--- config.mk ---
export PLATFORM = sky130hd
export DESIGN_NAME = bit_stream_scheduler_flat
export DESIGN_NICKNAME = d
export VERILOG_FILES = /design/src/rtl/bit_stream_scheduler_if.sv /design/src/rtl/bit_stream_scheduler.sv /design/src/flat_wrapper.sv
export SDC_FILE = /design/constraint.sdc
export NUM_CORES = 1
export LEC_CHECK = 0
export CELL_PAD_IN_SITES_DETAIL_PLACEMENT = 1
export CELL_PAD_IN_SITES_GLOBAL_PLACEMENT = 1
export CORE_ASPECT_RATIO = 1.1
export CORE_MARGIN = 2
export CORE_UTILIZATION = 29
export CTS_BUF_LIST = sky130_fd_sc_hd__clkbuf_16
export DETAILED_ROUTE_END_ITERATION = 7
export PLACE_DENSITY = 0.77
export REMOVE_ABC_BUFFERS = 1
export SYNTH_ARGS = -nofsm -noshare
export SYNTH_HDL_FRONTEND = slang
export SYNTH_SLANG_ARGS = --single-unit
--- constraint.sdc ---
create_clock -name clk -period 1.8 [get_ports clk]
set_input_delay 0.36 -clock clk [delete_from_list [all_inputs] [get_ports clk]]
set_output_delay 0.36 -clock clk [all_outputs]
set_load 0.05 [all_outputs]
--- src/rtl/bit_stream_scheduler_if.sv ---
// Bundle of requester-side and detector-side signals for bit_stream_scheduler.
// Handshake: a requester holds req[i] high with word[i] stable until it sees the
// one-cycle gnt[i] pulse; the word is sampled only in that cycle. ser_bit is
// frame data only while bit_valid is high. done pulses once per frame, and
// done_id/hits stay valid until the next done.
interface bit_stream_scheduler_if #(
  parameter int NREQ  = 4,
  parameter int WIDTH = 8,
  parameter int CW    = 4,
  parameter int IDW   = 2
);
  logic [NREQ-1:0]       req;
  logic [NREQ*WIDTH-1:0] word;
  logic [NREQ-1:0]       gnt;
  logic                  ser_bit;
  logic                  bit_valid;
  logic                  det_rst;
  logic                  det;
  logic                  done;
  logic [IDW-1:0]        done_id;
  logic [CW-1:0]         hits;
  logic                  busy;

  modport master (
    input  req, word, det,
    output gnt, ser_bit, bit_valid, det_rst, done, done_id, hits, busy
  );

  modport slave (
    output req, word, det,
    input  gnt, ser_bit, bit_valid, det_rst, done, done_id, hits, busy
  );
endinterface

--- src/rtl/bit_stream_scheduler.sv ---
// Round-robin sharing of one serial pattern detector: grant, clear detector,
// shift the winner's word MSB-first, count detector hits, report the count.
module bit_stream_scheduler #(
  parameter int NREQ  = 4,
  parameter int WIDTH = 8,
  parameter int CW    = 4,
  parameter int IDW   = 2
) (
  input  logic                          clk,
  input  logic                          rst,
  bit_stream_scheduler_if.master        bus,
  output logic [2:0]                    fsm_state
);
  localparam logic [2:0] S_IDLE   = 3'd0;
  localparam logic [2:0] S_LOAD   = 3'd1;
  localparam logic [2:0] S_SHIFT  = 3'd2;
  localparam logic [2:0] S_DRAIN  = 3'd3;
  localparam logic [2:0] S_REPORT = 3'd4;
  localparam int CNTW = $clog2(WIDTH);

  logic [2:0]       state;
  logic [IDW-1:0]   ptr;
  logic [IDW-1:0]   idx;
  logic [WIDTH-1:0] shreg;
  logic [CNTW-1:0]  bit_cnt;
  logic [CW-1:0]    hit_cnt;
  logic             win;
  logic [IDW-1:0]   done_id_q;
  logic [CW-1:0]    hits_q;

  logic             pick_found;
  logic [IDW-1:0]   pick_idx;
  logic [IDW-1:0]   cand;
  logic [WIDTH-1:0] load_word;
  logic [CW-1:0]    hit_next;
  logic [NREQ-1:0]  gnt_vec;

  // Scan from the farthest offset down so the nearest requester at or after
  // ptr is the one left standing.
  always_comb begin
    pick_found = 1'b0;
    pick_idx   = ptr;
    cand       = ptr;
    for (int k = NREQ - 1; k >= 0; k--) begin
      cand = ptr + IDW'(k);
      if (bus.req[cand]) begin
        pick_found = 1'b1;
        pick_idx   = cand;
      end
    end
  end

  always_comb begin
    load_word = '0;
    gnt_vec   = '0;
    for (int i = 0; i < NREQ; i++) begin
      if (idx == IDW'(i)) begin
        load_word  = bus.word[i*WIDTH +: WIDTH];
        gnt_vec[i] = (state == S_LOAD);
      end
    end
  end

  // win lags bit_valid by one cycle so the detector's response to each bit,
  // including the last one, lands inside the counting window.
  always_comb begin
    hit_next = hit_cnt;
    if (win && bus.det && (hit_cnt != {CW{1'b1}}))
      hit_next = hit_cnt + CW'(1);
  end

  always_ff @(posedge clk) begin
    if (rst) begin
      state     <= S_IDLE;
      ptr       <= '0;
      idx       <= '0;
      shreg     <= '0;
      bit_cnt   <= '0;
      hit_cnt   <= '0;
      win       <= 1'b0;
      done_id_q <= '0;
      hits_q    <= '0;
    end else begin
      win     <= (state == S_SHIFT);
      hit_cnt <= hit_next;
      case (state)
        S_IDLE: begin
          if (pick_found) begin
            idx   <= pick_idx;
            state <= S_LOAD;
          end
        end
        S_LOAD: begin
          shreg   <= load_word;
          bit_cnt <= '0;
          hit_cnt <= '0;
          ptr     <= idx + IDW'(1);
          state   <= S_SHIFT;
        end
        S_SHIFT: begin
          shreg   <= shreg << 1;
          bit_cnt <= bit_cnt + CNTW'(1);
          if (bit_cnt == CNTW'(WIDTH - 1))
            state <= S_DRAIN;
        end
        S_DRAIN: begin
          hits_q    <= hit_next;
          done_id_q <= idx;
          state     <= S_REPORT;
        end
        S_REPORT: begin
          state <= S_IDLE;
        end
        default: begin
          state <= S_IDLE;
        end
      endcase
    end
  end

  // det_rst follows rst combinationally so the detector is held clear for the
  // whole reset, not just from the cycle after it.
  assign bus.gnt       = gnt_vec;
  assign bus.ser_bit   = (state == S_SHIFT) ? shreg[WIDTH-1] : 1'b0;
  assign bus.bit_valid = (state == S_SHIFT);
  assign bus.det_rst   = rst || (state == S_LOAD);
  assign bus.done      = (state == S_REPORT);
  assign bus.done_id   = done_id_q;
  assign bus.hits      = hits_q;
  assign bus.busy      = (state != S_IDLE);
  assign fsm_state     = state;
endmodule

--- src/flat_wrapper.sv ---
// flat-port wrapper written by rule: the top's interface ports become plain ports
module bit_stream_scheduler_flat 
#(
  parameter int NREQ  = 4,
  parameter int WIDTH = 8,
  parameter int CW    = 4,
  parameter int IDW   = 2
)
  (clk, rst, fsm_state, bus_req, bus_word, bus_det, bus_gnt, bus_ser_bit, bus_bit_valid, bus_det_rst, bus_done, bus_done_id, bus_hits, bus_busy);
  bit_stream_scheduler_if #(.NREQ(NREQ), .WIDTH(WIDTH), .CW(CW), .IDW(IDW)) bus_i ();
  input  logic clk;
  input  logic rst;
  output logic [2:0] fsm_state;
  input wire logic [$bits(bus_i.req)-1:0] bus_req;
  input wire logic [$bits(bus_i.word)-1:0] bus_word;
  input wire logic [$bits(bus_i.det)-1:0] bus_det;
  output wire logic [$bits(bus_i.gnt)-1:0] bus_gnt;
  output wire logic [$bits(bus_i.ser_bit)-1:0] bus_ser_bit;
  output wire logic [$bits(bus_i.bit_valid)-1:0] bus_bit_valid;
  output wire logic [$bits(bus_i.det_rst)-1:0] bus_det_rst;
  output wire logic [$bits(bus_i.done)-1:0] bus_done;
  output wire logic [$bits(bus_i.done_id)-1:0] bus_done_id;
  output wire logic [$bits(bus_i.hits)-1:0] bus_hits;
  output wire logic [$bits(bus_i.busy)-1:0] bus_busy;
  assign bus_i.req = bus_req;
  assign bus_i.word = bus_word;
  assign bus_i.det = bus_det;
  assign bus_gnt = bus_i.gnt;
  assign bus_ser_bit = bus_i.ser_bit;
  assign bus_bit_valid = bus_i.bit_valid;
  assign bus_det_rst = bus_i.det_rst;
  assign bus_done = bus_i.done;
  assign bus_done_id = bus_i.done_id;
  assign bus_hits = bus_i.hits;
  assign bus_busy = bus_i.busy;
  bit_stream_scheduler #(.NREQ(NREQ), .WIDTH(WIDTH), .CW(CW), .IDW(IDW)) u_core (.clk(clk), .rst(rst), .bus(bus_i), .fsm_state(fsm_state));
endmodule
# Word-level counts from Yosys, hierarchy flattened
# Cells that the tools add are included.
# classes
n_addsub	6
mul	0
div_mod_pow	0
n_lt_le_gt_ge	4
n_eq_ne	11
shifts	0
mux	31
n_bitwise	0
n_reduce_logical	10
# op_table
operator	count
two-way mux 8 bit	4
case mux 8 bit (2 select lines)	1
two-way mux 1 bit	13
< comparator 2 x 3 -> 1 bit (second input constant)	4
case mux 3 bit (4 select lines)	1
binary-select mux 1 bit (select 2 bit)	4
two-way mux 2 bit	4
== test 3 x 2 -> 1 bit (second input constant)	2
== test 3 bit (second input constant)	2
two-way mux 3 bit	2
case mux 3 bit (2 select lines)	1
adder 2 x 1 -> 2 bit (second input constant)	2
adder 2 bit (second input constant)	2
adder 4 x 1 -> 4 bit (second input constant)	1
== test 2 bit (second input constant)	2
two-way mux 4 bit	1
inequality test 2 x 1 -> 1 bit (second input constant)	2
inequality test 4 bit (second input constant)	1
AND reduction 2 bit	2
adder 3 x 1 -> 3 bit (second input constant)	1
== test 3 x 1 -> 1 bit (second input constant)	1
logical NOT 3 bit	1
nonzero test 3 bit	1
== test 2 x 1 -> 1 bit (second input constant)	1
other kinds (5)	6
# totals
reg_bits	29
latch_bits	0
ram_bits	0
mem_bits_ro	0
inputBits	39
output_inout_bits	18
wordCells	71
n_memories	0

# Depth between registers and ports, before layout
# depth
depth_word	9
mapped_depth	7
mapped_depth_nobuf	6

# Worst setup path after synthesis
# Ideal clock, no wire load.
# synth_timing
kind	flip-flop to output port
startpoint	reg u_core.state[1], in the netlist u_core.fsm_state[1]
endpoint	out bus_ser_bit
arrival_time_ps	3018
required_ps	1440
slack_ps	-1578
path_stages_with_launch	4
n_path_buf	1
path_cell_list	dfxtp_1 clkbuf_1 nor3b_1 and2_1
# synth_between
elab_chain_len	2
# synth_rtl
item	line	text
start: declaration	bit_stream_scheduler.sv:21	logic [2:0] state;
start signal: assignment	bit_stream_scheduler.sv:74	state <= S_IDLE;
start signal: assignment	bit_stream_scheduler.sv:90	state <= S_LOAD;
start signal: assignment	bit_stream_scheduler.sv:98	state <= S_SHIFT;
== test 3 x 2 -> 1 bit	n/a	
via bus_bit_valid	flat_wrapper.sv:19	output wire logic [$bits(bus_i.bit_valid)-1:0] bus_bit_valid;
two-way mux 1 bit	bit_stream_scheduler.sv:124	assign bus.ser_bit = (state == S_SHIFT) ? shreg[WIDTH-1] : 1'b0;
end: declaration	flat_wrapper.sv:18	output wire logic [$bits(bus_i.ser_bit)-1:0] bus_ser_bit;
# The timed path passes the listed nets, and every way through them passes these cells.

# Worst setup path in the final report
# layout_timing
startpoint	reg u_core.state[0], in the netlist u_core.fsm_state[0]
endpoint	out bus_gnt[2]
# layout_between
elab_chain_len	2
# layout_rtl
item	line	text
== test 3 x 1 -> 1 bit	bit_stream_scheduler.sv:59	gnt_vec[i] = (state == S_LOAD);
two-way mux 1 bit	bit_stream_scheduler.sv:57	if (idx == IDW'(i)) begin
end: declaration	flat_wrapper.sv:17	output wire logic [$bits(bus_i.gnt)-1:0] bus_gnt;
# Every way passes these cells.

==> out/results.ini <==
[drt]
antenna_violating_nets_post_route = 0
vias_per_cell = 5.12
detail_route.wl_per_cell_um = 16.4
drt_drc_violations_left = 0
drt_first_iter_violations = 78
via_count = 1817
totalWireLength_mm = 5.84
first_pass_iters = 4

[clock_network]
clock_tree_from_tritoncts = yes
cts_htree_levels = 2
worst_skew_pair.late_latency_ns = 0.27
clock-sinks = 29
cts_root_buf = clkbuf_16
cts.clk_slew.worst_paths_ns = 0.05
cts_made_buffers = 5
ctsHoldBuffers = 0
clock_path_buffers = 2

[grt]
first_pass_grt_wire_length_mm = 9.45
grt_antenna_before_repair = 0
grt_start_max_net_pins = 16
grt.overflow.total = 0
grt.total_usage_pct = 18.3
grt_pass1_vias = 1970

[floorplanning]
die-area_um2 = 6350
num_ports = 57
die_h_um = 83.4
rows = 28
design.core.area_um2 = 5470
floorplan.initialDensity_pct = 30.4
die_x_um = 76.1

[synth]
syn_area_um2 = 1660
ys_ff_latch = 29
syn-mean-instance-area_um2 = 8.06
synth_seq_area_share_pct = 35.0
synth_top_cell_by_area = dfxtp_1
synth.area.top_cells = dfxtp_1 (35%), ha_1 (5.3%), a21oi_1 (4.8%)
cells_after_synth = 206
count_of_unique_library_cells_instantiated_by_yosys = 39
post-synth-top-area-fraction_pct = 35.0
yosys_warnings = 0

[hold_path]
worstHoldPathCells = 2
holdCritPathClass = reg -> reg

[sta]
fmax_mhz = 559
final_setup_violation_count = 0
rsz0062_at_grt = true
maxSlewHeadroom_pct = 76.4
finalMaxSlewViolations = 0
worst_pin_slew_ns = 0.353
post-route-worst-setup-slack_ns = 0.0116
timing_hold_violations_final = 0
finalCriticalPeriod_ns = 1.79
fin_worst_skew_ns = 0.00373
final.period_utilization_pct = 99.4

[worst_setup_path]
worst_setup_path_end_kind = output port
r2r.worst_path.cells = 4
crit_path_max_fanout = 4
path_class = reg -> out
critPathRequiredTime_ns = 1.44
worst_ep_arrival_time_ns = 1.43
startpoint_type = register

[placement]
detailedPlace.worstSlack_ns = -0.0341
place_inst = 344
placed_instance_area_um2 = 2510
globalplace.congestion = 0.840
detailed_place_hpwl_mm = 4.20
port_buffers = 56

[power]
ir_drop_uv = 374
cellLeakagePower_nw = 1.08
total_power_mw = 2.56
power.density_cell_area_nw_per_um2 = 921

[final_layout]
post_layout_nonfiller_instances = 355
layout-drive-gt1-share_pct = 22.5
nets = 325
insertedDiodeCount = 0
layout.cell_area.non_filler_um2 = 2780
area_growth_pct = 67.2

[status]
outcome = finished clean

[run]
cap_violations = 0

[critical path: stages (launching register included)]
cell	delay [ns]
dfxtp_2	0.35
or3b_4	0.40
buf_6	0.15
nor2_4	0.11
buf_12	0.14
[cells in the mapped netlist]
cell      number
a211o_1        4
a211oi_1       2
a21o_1         2
a21oi_1       16
a221oi_1       7
a22o_1         1
a22oi_1        6
a311oi_1       1
a31oi_1        2
a41oi_1        1
and2_1         5
and3b_1        1
and4_1         1
and4b_1        1
buf_1          1
buf_2          2
clkbuf_1      10
dfxtp_1       29
ha_1           7
inv_1         10
mux2i_1        4
nand2_1       16
nand2b_1       4
nand3b_1       3
nor2_1        20
nor2b_1       10
nor3_1         4
nor3b_1        5
nor4_1         2
o21a_1         3
o21ai_0       11
o21ai_1        1
o221ai_1       4
o32a_1         3
o41ai_1        1
or2_2          1
or3_1          3
or3b_1         1
xnor2_1        1
[final cells by class]
class                   count  area (um2)
inverters                  10        37.5
repair buffers             79         845
clock buffers               5         125
clock inverters             3        37.5
flip-flops and latches     29         584
well taps                  75        93.8
multi-input cells         154        1050
fillers                   638        2690
[stage by stage]
step	TNS, ns	utilization (%)	hold slack [ns]
floorplan	-15.07	-	0.429
global placement	-0.0127	45.9	0.443
detailed placement	-0.0986	45.9	0.460
CTS	0	49.6	0.469
global route	-0.0608	50.8	0.498
finish	0	50.8	0.461
[placed cells by master (no fill, tap or decap), types with 3 or more instances in the layout]
master,netlist,layout
nor2b_1,10,10
nor2_1,20,18
buf_4,0,25
buf_6,0,5
a21oi_1,16,16
o21a_1,3,3
nand2_1,16,16
mux2i_1,4,4
clkbuf_16,0,5
and2_4,0,4
a221oi_1,7,7
o221ai_1,4,4
nand3b_1,3,3
o32a_1,3,3
dfxtp_1,29,26
nand2b_1,4,3
ha_1,7,7
a22oi_1,6,6
a211o_1,4,4
nor3b_1,5,3
dfxtp_2,0,3
clkdlybuf4s50_1,0,38
inv_1,10,10
buf_12,0,11
nor3_1,4,4
o21ai_0,11,11
[state kept, by name, indices dropped and copies added (netlist names)]
signal,cells
u_core.shreg,8
u_core.bus.hits,4
u_core.hit_cnt,4
u_core.bit_cnt,3
u_core.fsm_state,3
u_core.bus.done_id,2
u_core.idx,2
u_core.ptr,2
u_core.win,1
[repair_timing]
| item | 4_1_cts | 5_1_grt |
|---|---|---|
| pin swaps | 0 | 0 |
| setup endpoints to repair | 8 | 10 |
| gates resized for setup | 13 | 12 |
| setup buffers | 0 | 3 |
[where the power goes]
part	switching, mW	internal [mW]	total, mW
sequential	0.0536	0.702	0.756
clock	0.288	0.642	0.930
combinational	0.441	0.429	0.870
[final timing paths]
path              slack (ns)                        startpoint                               to
setup / recovery        0.01  u_core.fsm_state[0]$_SDFFE_PP0P_                       bus_gnt[2]
setup reg to reg        0.08  u_core.fsm_state[0]$_SDFFE_PP0P_     u_core.shreg[4]$_SDFFE_PP0P_
hold reg to reg         0.46   u_core.bus.hits[3]$_SDFFE_PP0P_  u_core.bus.hits[3]$_SDFFE_PP0P_
hold / removal          0.46   u_core.bus.hits[3]$_SDFFE_PP0P_  u_core.bus.hits[3]$_SDFFE_PP0P_
[cell families after synthesis]
group / Yosys count / synth area share (%)
mux: 4 / 2.41
compound gates: 65 / 26.9
buf+inv: 23 / 5.35
fa+ha+maj: 7 / 5.27
xor+xnor: 1 / 0.528
flops: 29 / 35.0
simple gates: 77 / 24.6
[routing by layer]
layer	wire length [um]	GRT usage [%]	vias to the layer above
met1	2520	20.4	864
met3	279	4.35	6
met5	0	0	-
met4	65	4.79	0
li1	-	-	896
met2	2980	34.5	51
Note: power is estimated with default switching activity, not from simulation.
